--- src/rtl/led_tile_pkg.sv ---
// Shared scan-FSM state codes, readdata lane positions and width helpers for the LED tile driver.
// Pure declarations: no latency, no flow control.
package led_tile_pkg;

   localparam logic [2:0] S_IDLE    = 3'd0;
   localparam logic [2:0] S_FETCH   = 3'd1;
   localparam logic [2:0] S_WAIT    = 3'd2;
   localparam logic [2:0] S_SCLK_LO = 3'd3;
   localparam logic [2:0] S_SCLK_HI = 3'd4;
   localparam logic [2:0] S_BLANK   = 3'd5;
   localparam logic [2:0] S_LATCH   = 3'd6;
   localparam logic [2:0] S_DISPLAY = 3'd7;

   // readdata[5:0] = {b2,g2,r2,b1,g1,r1}; upper bits carry nothing for the panel
   localparam int RGB_LSB = 0;
   localparam int RGB_MSB = 5;

   function automatic int clog2(input int n);
      int r;
      r = 0;
      while ((1 << r) < n) r++;
      return r;
   endfunction

   function automatic int width_of(input int n);
      return (n <= 1) ? 1 : clog2(n);
   endfunction

endpackage

--- src/rtl/led_tile_bcm_timer.sv ---
// BCM display-period down-counter: load in LATCH, expired after (BASE_TICKS << plane) cycles.
// Expired is a registered compare, so DISPLAY lasts exactly the loaded count; no backpressure.
module led_tile_bcm_timer
   import led_tile_pkg::*;
#(
   parameter  int BASE_TICKS = 64,
   parameter  int PLANES     = 4,
   localparam int PLANE_W    = width_of(PLANES),
   localparam int CNT_W      = width_of(BASE_TICKS << (PLANES - 1))
) (
   input  logic               clk,
   input  logic               reset_n,
   input  logic               load,
   input  logic [PLANE_W-1:0] plane,
   output logic               expired
);

   logic [CNT_W-1:0] cnt_q, cnt_d;

   // Loading N-1 means the count reaches zero on the N-th cycle after load.
   always_comb begin
      cnt_d = cnt_q;
      if (load) begin
         cnt_d = CNT_W'((BASE_TICKS << plane) - 1);
      end else if (cnt_q != '0) begin
         cnt_d = cnt_q - CNT_W'(1);
      end
   end

   always_ff @(posedge clk or negedge reset_n) begin
      if (!reset_n) begin
         cnt_q <= '0;
      end else begin
         cnt_q <= cnt_d;
      end
   end

   assign expired = (cnt_q == '0);

endmodule

--- src/rtl/led_tile_scan_driver.sv ---
// HUB75 scan driver: Avalon-MM reads one pixel word per column, shifts it out, latches and BCM-displays each row.
// Column costs 4+ cycles; stalls in FETCH on waitrequest and in WAIT until readdatavalid (one read outstanding).
module led_tile_scan_driver
   import led_tile_pkg::*;
#(
   parameter  int COLS       = 32,
   parameter  int ROWS       = 16,
   parameter  int PLANES     = 4,
   parameter  int BASE_TICKS = 64,
   parameter  int ADDR_W     = 14,
   localparam int ROW_W      = width_of(ROWS)
) (
   input  logic              clk,
   input  logic              reset_n,
   input  logic              enable,
   input  logic [ADDR_W-1:0] base_addr,
   output logic [ADDR_W-1:0] mem_address,
   output logic              mem_read,
   input  logic              mem_waitrequest,
   input  logic [15:0]       mem_readdata,
   input  logic              mem_readdatavalid,
   output logic [5:0]        led_rgb,
   output logic              led_clk,
   output logic              led_lat,
   output logic              led_oe_n,
   output logic [ROW_W-1:0]  led_row,
   output logic              frame_done
);

   localparam int COL_W   = width_of(COLS);
   localparam int PLANE_W = width_of(PLANES);

   typedef struct packed {
      logic [PLANE_W-1:0] plane;
      logic [ROW_W-1:0]   row;
      logic [COL_W-1:0]   col;
   } scan_pos_t;

   logic [2:0]        state_q, state_d;
   scan_pos_t         pos_q, pos_d;
   logic [ADDR_W-1:0] base_q, base_d;
   logic [5:0]        rgb_q, rgb_d;
   logic [ROW_W-1:0]  row_out_q, row_out_d;
   logic              frame_done_q, frame_done_d;
   logic              tick_expired;
   logic              last_col, last_row, last_plane;
   logic [ADDR_W-1:0] offset;
   logic              unused_hi;

   assign unused_hi  = ^mem_readdata[15:RGB_MSB+1];
   assign last_col   = (pos_q.col   == COL_W'(COLS - 1));
   assign last_row   = (pos_q.row   == ROW_W'(ROWS - 1));
   assign last_plane = (pos_q.plane == PLANE_W'(PLANES - 1));

   // Linear word index of (plane,row,col); truncation gives the modulo-2^ADDR_W wrap.
   assign offset = ADDR_W'((32'(pos_q.plane) * ROWS + 32'(pos_q.row)) * COLS + 32'(pos_q.col));

   always_comb begin
      state_d      = state_q;
      pos_d        = pos_q;
      base_d       = base_q;
      rgb_d        = rgb_q;
      row_out_d    = row_out_q;
      frame_done_d = 1'b0;
      case (state_q)
         S_IDLE: begin
            if (enable) begin
               base_d  = base_addr;
               pos_d   = '0;
               state_d = S_FETCH;
            end
         end
         S_FETCH: begin
            if (!mem_waitrequest) state_d = S_WAIT;
         end
         S_WAIT: begin
            if (mem_readdatavalid) begin
               rgb_d   = mem_readdata[RGB_MSB:RGB_LSB];
               state_d = S_SCLK_LO;
            end
         end
         S_SCLK_LO: state_d = S_SCLK_HI;
         S_SCLK_HI: begin
            if (!last_col) begin
               pos_d.col = pos_q.col + COL_W'(1);
               state_d   = S_FETCH;
            end else begin
               state_d = S_BLANK;
            end
         end
         S_BLANK: begin
            row_out_d = pos_q.row;
            state_d   = S_LATCH;
         end
         S_LATCH: state_d = S_DISPLAY;
         S_DISPLAY: begin
            if (tick_expired) begin
               pos_d.col = '0;
               state_d   = S_FETCH;
               if (last_row && last_plane) begin
                  frame_done_d = 1'b1;
                  pos_d        = '0;
                  if (enable) base_d  = base_addr;
                  else        state_d = S_IDLE;
               end else if (last_row) begin
                  pos_d.row   = '0;
                  pos_d.plane = pos_q.plane + PLANE_W'(1);
               end else begin
                  pos_d.row = pos_q.row + ROW_W'(1);
               end
            end
         end
         default: state_d = S_IDLE;
      endcase
   end

   always_ff @(posedge clk or negedge reset_n) begin
      if (!reset_n) begin
         state_q      <= S_IDLE;
         pos_q        <= '0;
         base_q       <= '0;
         rgb_q        <= '0;
         row_out_q    <= '0;
         frame_done_q <= 1'b0;
      end else begin
         state_q      <= state_d;
         pos_q        <= pos_d;
         base_q       <= base_d;
         rgb_q        <= rgb_d;
         row_out_q    <= row_out_d;
         frame_done_q <= frame_done_d;
      end
   end

   led_tile_bcm_timer #(
      .BASE_TICKS(BASE_TICKS),
      .PLANES    (PLANES)
   ) u_bcm_timer (
      .clk    (clk),
      .reset_n(reset_n),
      .load   (state_q == S_LATCH),
      .plane  (pos_q.plane),
      .expired(tick_expired)
   );

   // Panel strobes decode straight from state so an async reset blanks the panel at once.
   assign mem_address = base_q + offset;
   assign mem_read    = (state_q == S_FETCH);
   assign led_clk     = (state_q == S_SCLK_HI);
   assign led_lat     = (state_q == S_LATCH);
   assign led_oe_n    = (state_q != S_DISPLAY);
   assign led_rgb     = rgb_q;
   assign led_row     = row_out_q;
   assign frame_done  = frame_done_q;

endmodule

--- config.mk ---
export PLATFORM = sky130hd
export DESIGN_NAME = led_tile_scan_driver
export DESIGN_NICKNAME = d
export VERILOG_FILES = /design/src/rtl/led_tile_pkg.sv /design/src/rtl/led_tile_bcm_timer.sv /design/src/rtl/led_tile_scan_driver.sv
export SDC_FILE = /design/constraint.sdc
export NUM_CORES = 1
export LEC_CHECK = 0
export ABC_CLOCK_PERIOD_IN_PS = 5300
export CORE_MARGIN = 4
export CORE_UTILIZATION = 30
export CTS_CLUSTER_SIZE = 30
export DETAILED_ROUTE_END_ITERATION = 12
export GPL_TIMING_DRIVEN = 1
export PLACE_DENSITY = 0.61
export SLEW_MARGIN = 30
export SYNTH_ARGS = -nofsm -noshare
export SYNTH_HDL_FRONTEND = slang
export SYNTH_SLANG_ARGS = --single-unit
export TNS_END_PERCENT = 1
--- constraint.sdc ---
create_clock -name clk -period 5.3 [get_ports clk]
set_clock_uncertainty 0.2 [all_clocks]
set_input_delay 1.06 -clock clk [delete_from_list [all_inputs] [get_ports clk]]
set_output_delay 1.06 -clock clk [all_outputs]
set_load 0.005 [all_outputs]
==> metrics <==
first-pass GRT wire length=between 10000 and 15000 µm; Starting DRT DRC Count=between 50 and 60; total grt overflow=0; Rows=36; antenna violations before repair=0; hpwl dp=around 5000 µm; I/O Pins=64; Seq. cell area=1200 µm²; final hold vios=0; multi-input logic area=between 1500 and 2000 µm²; number of remaining DRC errors=0; syn avg cell area=a little over 10 µm²; vias in the first global route=2357; synth warn=0; Yosys reg bits=48; WL final=between 6000 and 7000 µm; CTS sink cnt=48; Setup Viol. Count Final=0; most frequent cells in the layout=clkdlybuf4s50_1 (52), dfrtp_1 (48), ha_1 (22); setup tns final=0 ns; ANT cells=0; Starting Density=0.310; R2R Path End=base_q[7]$_DFFE_PN0P_; final setup margin=roughly 1.1 ns; Hold Path Origin=led_rgb[2]$_DFFE_PN0P_; H-tree levels=2; worst slack at placement=roughly 1.4 ns; Post-CTS Hold Fix Bufs=0; fmax=between 200 and 250 MHz; CTS Buf Count=5; max_slew headroom=0.438; Die W=between 100 and 150 µm; Peak supply drop=about 0.22 mV; Worst R2R Path Depth=6; ys flop type=dfrtp_1; Synth Instances=293; static leakage=between 0.0015 and 0.002 µW; vias per cell=~5; clk buf depth=2; Worst-Margin Slew=about 0.84 ns; worst hold path class=reg2reg; Critical Path Start=pos_q[0]$_DFFE_PN0P_; Syn-to-layout area delta=25.5%; kind of critical path=reg2out; Max FO, Critical Path=5; FILL cells=1035; unrepaired setup endpoints after global routing=false; Max Cap Viol=0; DRT Pass-1 Iters=4; commonest non-fill, non-tap cell in the layout=clkdlybuf4s50_1; ys async rst share=1.00; Core ar.=~9800 µm²; ratio of final minimum period to clock period=0.795; routed vias=approximately 2400; layout cell share with drive strength beyond 1=0.126; Final Critical Period=around 4.2 ns; Max Slew Vio Count=0; Global Route Usage Sum=0.118; root buf cell=clkbuf_8; Post CTS Setup Buffer Count=0; final RePlAce weighted congestion=about 0.74; CP Launch Type=register; Worst R2R Start=u_bcm_timer.cnt_q[0]$_DFFE_PN0P_; pin count of the biggest net entering global routing=49; post-synthesis sequential area ratio=0.395; die area=about 12000 µm²; post-CTS sizing=0; ANT nets after route=0; Nets=about 410; Die Height=about 110 µm; status=finished, final reports clean; WL/cell=between 10 and 15 µm; clock latency at the later pin of the worst-skew pair=~0.30 ns; Post-synth EDFFs=0; Synth Net Count=roughly 350; hold depth=1; WP data arrival=~3.0 ns; Synth cell types=53; Worst Hold End=led_rgb[2]$_DFFE_PN0P_; clock-pin transition on the worst setup and hold timing paths=~0.090 ns; reg2reg setup slack=2.72 ns; area of the mapped netlist=a little over 3000 µm²; critical path endpoint category=output port; Power Density=569 nW/µm²; CTS tree=built; critical path required time=about 4.0 ns; # port buffers=53; final hold slack=slightly above 0.3 ns
[cell families (layout without fill, tap and decap cells)]
logic type,after synthesis,after routing,share of synthesized area
compound gates,65,65,0.149
xor+xnor,11,11,0.0317
fa+ha+maj,23,23,0.0970
buf+inv,24,80,0.0321
flops,48,48,0.395
mux,33,33,0.132
simple gates,89,89,0.164
[routing by layer]
layer,share of wire,track usage,vias to the layer above
met2,0.48,0.190,34
met4,0.0095,0.0280,0
met1,0.49,0.166,1148
li1,-,-,1188
met5,0,0,-
met3,0.029,0.0219,5
[worst max-delay path: stages (launching register included)]
cell and delay [ns]:
dfrtp_1 0.42, ha_1 0.22, inv_1 0.06, fa_1 0.40, nand2b_1 0.21, a211oi_1 0.48, nor2_1 0.15, o211ai_1 0.20
clkdlybuf4s50_1 0.52
[final cells by class]
| type | count | area share |
|---|---|---|
| multi-input cells | 221 | 0.457 |
| flip-flops and latches | 48 | 0.314 |
| repair buffers | 54 | 0.139 |
| well taps | 133 | 0.0435 |
| clock buffers | 6 | 0.0190 |
| inverters | 18 | 0.0177 |
| clock inverters | 2 | 0.00917 |
[through the flow]
step,cell area (µm²),instances,util,total power [µW]
4_1_cts,3820,482,0.389,2200
5_1_grt,3820,482,0.389,2380
6_report,3820,482,0.389,2170
2_1_floorplan,3040,293,-,1440
3_5_place_dp,3710,474,0.378,1920
3_3_place_gp,3710,474,0.378,1900
[worst max-delay path by stage]
stage                      endpoint  slack, ns
global placement    mem_address[10]       1.43
floorplan           mem_address[12]       2.12
finish              mem_address[10]       1.08
CTS                 mem_address[10]       1.06
global route        mem_address[10]       0.80
detailed placement  mem_address[10]       1.43
[power breakdown]
part           internal, µW  switching [µW]  total [µW]
registers               519             152         672
logic                   701             538        1240
clock network           140             123         263
[cell usage after synthesis (6+ instances only)]
cell,count,area share
dfrtp_1,48,0.39
ha_1,22,0.090
inv_1,18,0.022
nand2_1,18,0.022
nor2_1,18,0.022
mux2_2,17,0.063
a21oi_1,16,0.026
o21ai_0,12,0.020
mux2_4,10,0.049
xnor2_1,9,0.026
nand3_1,8,0.013
and3_1,7,0.014
mux2i_1,6,0.020
nand2b_1,6,0.012
o211ai_1,6,0.015
[flip-flops by register name, indices dropped and copies added, names as in the netlist]
register,count
state_q,3
u_bcm_timer.cnt_q,9
pos_q,11
base_q,14
frame_done,1
led_row,4
led_rgb,6
(Power assumes the default switching activity.)
